==> src/rtl/spell_reg_loader.sv <==
// spell_reg_loader: moves one 8-bit CPU register through a serial load or
// dump chain. A transfer is SETUP, then 8 bit periods of CLK_DIV cycles in
// SHIFT, then HOLD and a one-cycle DONE. All outputs are registered.
module spell_reg_loader #(
  parameter int CLK_DIV = 1
) (
  input  logic       clk,
  input  logic       rst,
  input  logic       i_start,
  input  logic       i_write,
  input  logic [1:0] i_sel,
  input  logic [7:0] i_wdata,
  input  logic       i_abort,
  input  logic       i_shift_out,
  output logic       o_shift_in,
  output logic       o_load,
  output logic       o_dump,
  output logic [1:0] o_reg_sel,
  output logic       o_busy,
  output logic       o_done,
  output logic [7:0] o_rdata
);

  typedef enum logic [2:0] {
    IDLE,
    SETUP,
    SHIFT,
    HOLD,
    DONE
  } state_t;

  // Last value of the divider count; the bit period ends when it is reached.
  localparam logic [7:0] DIV_LAST = 8'(CLK_DIV - 1);

  state_t     state;
  logic       wr;       // captured direction: 1 = load, 0 = dump
  logic [7:0] tx_sh;    // write data, MSB presented first
  logic [7:0] rx_sh;    // read data, first sample ends up in bit 7
  logic [7:0] div_cnt;  // cycle within the current bit period
  logic [2:0] bit_cnt;  // bit period index 0..7

  // Transfer sequencer; every output is driven from this one register block.
  // NOTE: all state and outputs are assigned with <= so every update in this
  // block sees the values from before the clock edge, as flops do.
  always_ff @(posedge clk or posedge rst) begin
    // NOTE: control state and outputs take the asynchronous reset; the
    // transfer shift registers are reset too so no X can reach o_rdata.
    if (rst) begin
      state      <= IDLE;
      wr         <= 1'b0;
      tx_sh      <= 8'h00;
      rx_sh      <= 8'h00;
      div_cnt    <= 8'h00;
      bit_cnt    <= 3'd0;
      o_shift_in <= 1'b0;
      o_load     <= 1'b0;
      o_dump     <= 1'b0;
      o_reg_sel  <= 2'd0;
      o_busy     <= 1'b0;
      o_done     <= 1'b0;
      o_rdata    <= 8'h00;
    end else begin
      // o_done is a single-cycle pulse unless HOLD sets it below
      o_done <= 1'b0;
      case (state)
        IDLE: begin
          // i_abort has no meaning here; only i_start is looked at
          if (i_start) begin
            wr        <= i_write;
            o_reg_sel <= i_sel;
            tx_sh     <= i_wdata;
            rx_sh     <= 8'h00;
            div_cnt   <= 8'h00;
            bit_cnt   <= 3'd0;
            o_busy    <= 1'b1;
            state     <= SETUP;
          end
        end

        SETUP: begin
          if (i_abort) begin
            state      <= IDLE;
            o_busy     <= 1'b0;
            o_load     <= 1'b0;
            o_dump     <= 1'b0;
            o_shift_in <= 1'b0;
          end else begin
            state      <= SHIFT;
            o_load     <= wr;
            o_dump     <= ~wr;
            o_shift_in <= wr & tx_sh[7];
          end
        end

        SHIFT: begin
          if (i_abort) begin
            state      <= IDLE;
            o_busy     <= 1'b0;
            o_load     <= 1'b0;
            o_dump     <= 1'b0;
            o_shift_in <= 1'b0;
            div_cnt    <= 8'h00;
            bit_cnt    <= 3'd0;
          end else if (div_cnt == DIV_LAST) begin
            // last cycle of the bit period: sample the dump chain
            div_cnt <= 8'h00;
            rx_sh   <= {rx_sh[6:0], i_shift_out};
            if (bit_cnt == 3'd7) begin
              bit_cnt    <= 3'd0;
              state      <= HOLD;
              o_load     <= 1'b0;
              o_dump     <= 1'b0;
              o_shift_in <= 1'b0;
            end else begin
              bit_cnt    <= bit_cnt + 3'd1;
              tx_sh      <= {tx_sh[6:0], 1'b0};
              o_shift_in <= wr & tx_sh[6];
            end
          end else begin
            div_cnt <= div_cnt + 8'd1;
          end
        end

        HOLD: begin
          if (i_abort) begin
            state  <= IDLE;
            o_busy <= 1'b0;
          end else begin
            state  <= DONE;
            o_busy <= 1'b0;
            o_done <= 1'b1;
            if (!wr) begin
              o_rdata <= rx_sh;
            end
          end
        end

        DONE: begin
          // i_start here is deliberately ignored
          state <= IDLE;
        end

        default: begin
          state      <= IDLE;
          o_busy     <= 1'b0;
          o_load     <= 1'b0;
          o_dump     <= 1'b0;
          o_shift_in <= 1'b0;
        end
      endcase
    end
  end

endmodule
==> config.mk <==
export PLATFORM = sky130hd
export DESIGN_NAME = spell_reg_loader
export DESIGN_NICKNAME = d
export VERILOG_FILES = /design/src/rtl/spell_reg_loader.sv
export SDC_FILE = /design/constraint.sdc
export NUM_CORES = 1
export LEC_CHECK = 0
export CORE_ASPECT_RATIO = 0.9
export CORE_MARGIN = 1.5
export CORE_UTILIZATION = 55
export CTS_BUF_LIST = sky130_fd_sc_hd__clkbuf_8
export DETAILED_ROUTE_END_ITERATION = 12
export PLACE_DENSITY = 0.8
export SLEW_MARGIN = 20
export SYNTH_ARGS = -nofsm -noshare
export SYNTH_HDL_FRONTEND = slang
export SYNTH_SLANG_ARGS = --single-unit
export TNS_END_PERCENT = 20
==> constraint.sdc <==
create_clock -name clk -period 2.45 [get_ports clk]
set_clock_uncertainty 0.15 [all_clocks]
set_input_delay 0.3675 -clock clk [delete_from_list [all_inputs] [get_ports clk]]
set_output_delay 0.3675 -clock clk [all_outputs]
set_load 0.02 [all_outputs]
==> metrics.md <==
| Metric | Value |
|---|---|
| Maximum clock insertion buffer count | `2` |
| Final setup fails | `0` |
| TritonCTS clock tree | `yes` |
| Vias in the first global route | `1596` |
| Commonest cells after routing, fill and taps aside | `dfrtp_1 (46), clkdlybuf4s50_1 (30), nor2_1 (19)` |
| Cell variety after synth | `48` |
| Setup WS pre-CTS | `122.4 ps` |
| Chip width | `71.97 microns` |
| Worst VDD drop | `0.7922 mV` |
| CTS Buf Count | `5` |
| CP top delay family | `simple AND/OR/NAND/NOR gates` |
| DRC errors left | `0` |
| IO buf count | `30` |
| Worst setup SP type | `flip-flop` |
| Drt wl/cell | `14.83 microns` |
| Slowest cell on the critical path | `dfrtp_1` |
| Final Hold Vio Count | `0` |
| Met1 Usage GRT | `29.12%` |
| Worst Path Max Fanout | `6` |
| Synth Flop Type | `dfrtp_1` |
| Via Count | `1706` |
| Max-cap violations | `0` |
| Avg Cell Area, Syn | `10.85 sq um` |
| CTS Hold Bufs | `0` |
| # diodes | `0` |
| CP endpoint kind | `flip-flop` |
| Fin crit period | `2246 ps` |
| Global route hottest layer | `met2` |
| CP Cell Sequence | `inv_1, ha_1, nor4b_4, and2_1, o21a_1, mux2_2` |
| RSZ-0062 raised after global routing | `no` |
| Cell Count, Final, Fillers Out | `303` |
| Yosys warns | `0` |
| GR Layer Usage met3 | `7.154%` |
| Util after Layout | `68.73%` |
| M2 GR Usage | `32.64%` |
| Path type of the worst setup path | `flip-flop to flip-flop` |
| Routability cong. | `0.8083` |
| Net Count, Synth | `237` |
| Commonest non-fill, non-tap cell in the layout | `dfrtp_1` |
| Routed wire length | `4495 microns` |
| Ports | `31` |
| WP buf/inv | `1` |
| Worst-Margin Slew | `572.9 ps` |
| Post-synthesis cell count | `217` |
| Register area | `1151 sq um` |
| Die height | `65.08 microns` |
| Global route overflow | `0` |
| Hpwl dp | `3203 microns` |
| Clock transition at path regs | `80 ps` |
| Initial Util | `57.41%` |
| Arr. time, crit path | `2290 ps` |
| Post-CTS Setup Inserts | `0` |
| Htree depth | `2` |
| Max stage delay on crit path | `430 ps` |
| Part of the Yosys area used for sequential elements | `48.88%` |
| Async SR Flop Fraction | `100.0%` |
| Post-Synthesis Cell Area | `2355 sq um` |
| Initial antenna violation count | `0` |
| Placed cell count | `295` |
| Share of layout cells above drive strength 1 | `21.18%` |
| First-pass GRT wire length | `7527 microns` |
| Status | `finished clean` |
| Synth area leader | `dfrtp_1` |
| Clk sinks | `46` |
| Setup ws final | `203.8 ps` |
| Reg2reg start | `div_cnt[0]` |
| P&R area growth vs syn | `19.71%` |
| Cell Pwr Density | `965.0 nW/um^2` |
| Worst r2r dst | `rx_sh[7]` |
| Multi-input gate area | `1075 sq um` |
| Routed vias/inst | `5.630` |
| Setup TNS Final | `0 ps` |
| Post-synth EDFFs | `0` |
| Yosys reg bits | `46` |
| Largest net degree at the start of global routing | `47` |
| Leak | `1.225 nW` |
| Post-synth top area share | `48.88%` |
| Max-slew violations | `0` |
| Fmax | `0.4452 GHz` |
| Slew headroom | `61.81%` |
| Row count | `22` |
| CORE AREA | `4101 sq um` |
| Die area | `4683 sq um` |
| # fillers | `305` |
| DRT antenna net count | `0` |
| Total GRT Usage | `21.66%` |
| Tot Pwr | `2.720 mW` |
| Synth area leaders | `dfrtp_1 (49%), mux2_2 (7.2%), mux2i_1 (5.1%)` |
| Class of the worst hold path | `input pin to async pin` |
| Drt initial violations | `94` |
| Reg2reg path depth | `6` |
| Final net count | `274` |
| CP required | `2500 ps` |
| Worst skew pair latency | `310 ps` |
| Drt pass-1 iters | `4` |
| Root buffer cell | `clkbuf_8` |
| CTS resizes | `0` |
| Period Utilization, post-route | `91.68%` |
| Reg2reg setup slack | `200 ps` |
[worst reg2reg max path: cells and delay by family, from the launching register on]
kind / cells / cell delay [ps]
adders and majority gates: 1 / 170
AOI/OAI and AO/OA: 1 / 330
buffers and inverters: 1 / 90
and+or+nand+nor: 2 / 600
DFF: 1 / 430
muxes: 1 / 380
[state kept, by name, summed over array words and instances, names as in the netlist]
name,cells
o_dump,1
rx_sh,8
o_rdata,8
tx_sh,8
bit_cnt,3
wr,1
o_reg_sel,2
o_shift_in,1
o_load,1
o_busy,1
div_cnt,8
state,3
o_done,1
[worst max path at each step]
stage                          start         end  slack [ps]  depth (start not counted)
after floorplan           div_cnt[0]    rx_sh[1]         470                          7
after CTS                 div_cnt[0]    rx_sh[7]         220                          6
after detailed placement     i_abort  div_cnt[2]         120                          5
after global routing      div_cnt[0]    rx_sh[7]          80                          6
final                     div_cnt[0]    rx_sh[7]         200                          6
after global placement       i_abort  div_cnt[6]         190                          5
[cell families (layout without fill, tap and decap cells)]
logic type,after synthesis,count (layout),share of synthesized area (%)
and+or+nand+nor,82,82,20.09
DFF,46,46,48.88
AOI/OAI and AO/OA,35,35,10.42
muxes,27,27,12.27
buffers and inverters,21,59,5.472
adders and majority gates,4,4,2.125
xor gates and xnor gates,2,2,0.7440
[synth_stat cells, types with 2 or more instances]
cell type	number
a21oi_1	5
nand3_1	4
a211oi_2	2
or4b_4	2
a32o_1	2
mux2_2	15
dfrtp_1	46
buf_4	2
nand3b_1	2
nand2_1	15
or2_2	8
mux2i_1	12
nor4b_1	2
o21ai_0	10
xnor2_1	2
o21ai_1	3
nand2b_1	3
ha_1	4
or3_1	2
nor2_1	19
nor3_1	11
a211oi_1	4
nand4_1	2
buf_6	5
inv_1	10
nor3_2	3
[through the flow]
step | area [sq um] | hold slack, ps
2_1_floorplan | 2355 | 307.0
3_3_place_gp | 2706 | 332.0
3_5_place_dp | 2706 | 337.7
4_1_cts | 2819 | 358.9
5_1_grt | 2819 | 371.7
6_report | 2819 | 352.9
[routing by layer]
layer	part of all wire, %	wire length, microns	vias to the layer above
met1	49	2207	823
met3	3.5	158	7
met2	46	2083	37
li1	-	-	839
met4	1.0	46	0
met5	0	0	-
[power by group]
| part | switching [mW] | internal [mW] | total (mW) |
|---|---|---|---|
| logic | 0.542 | 0.506 | 1.05 |
| registers | 0.166 | 0.935 | 1.10 |
| clock network | 0.267 | 0.306 | 0.572 |
[area by class of cell]
type | count | share of cell area (%)
clock inverters | 3 | 1.553
clock buffers | 5 | 2.441
repair buffers | 41 | 13.58
flip-flops and latches | 46 | 40.83
well taps | 48 | 2.130
multi-input cells | 150 | 38.13
inverters | 10 | 1.332
No activity file was read; power rests on OpenSTA's default activity.
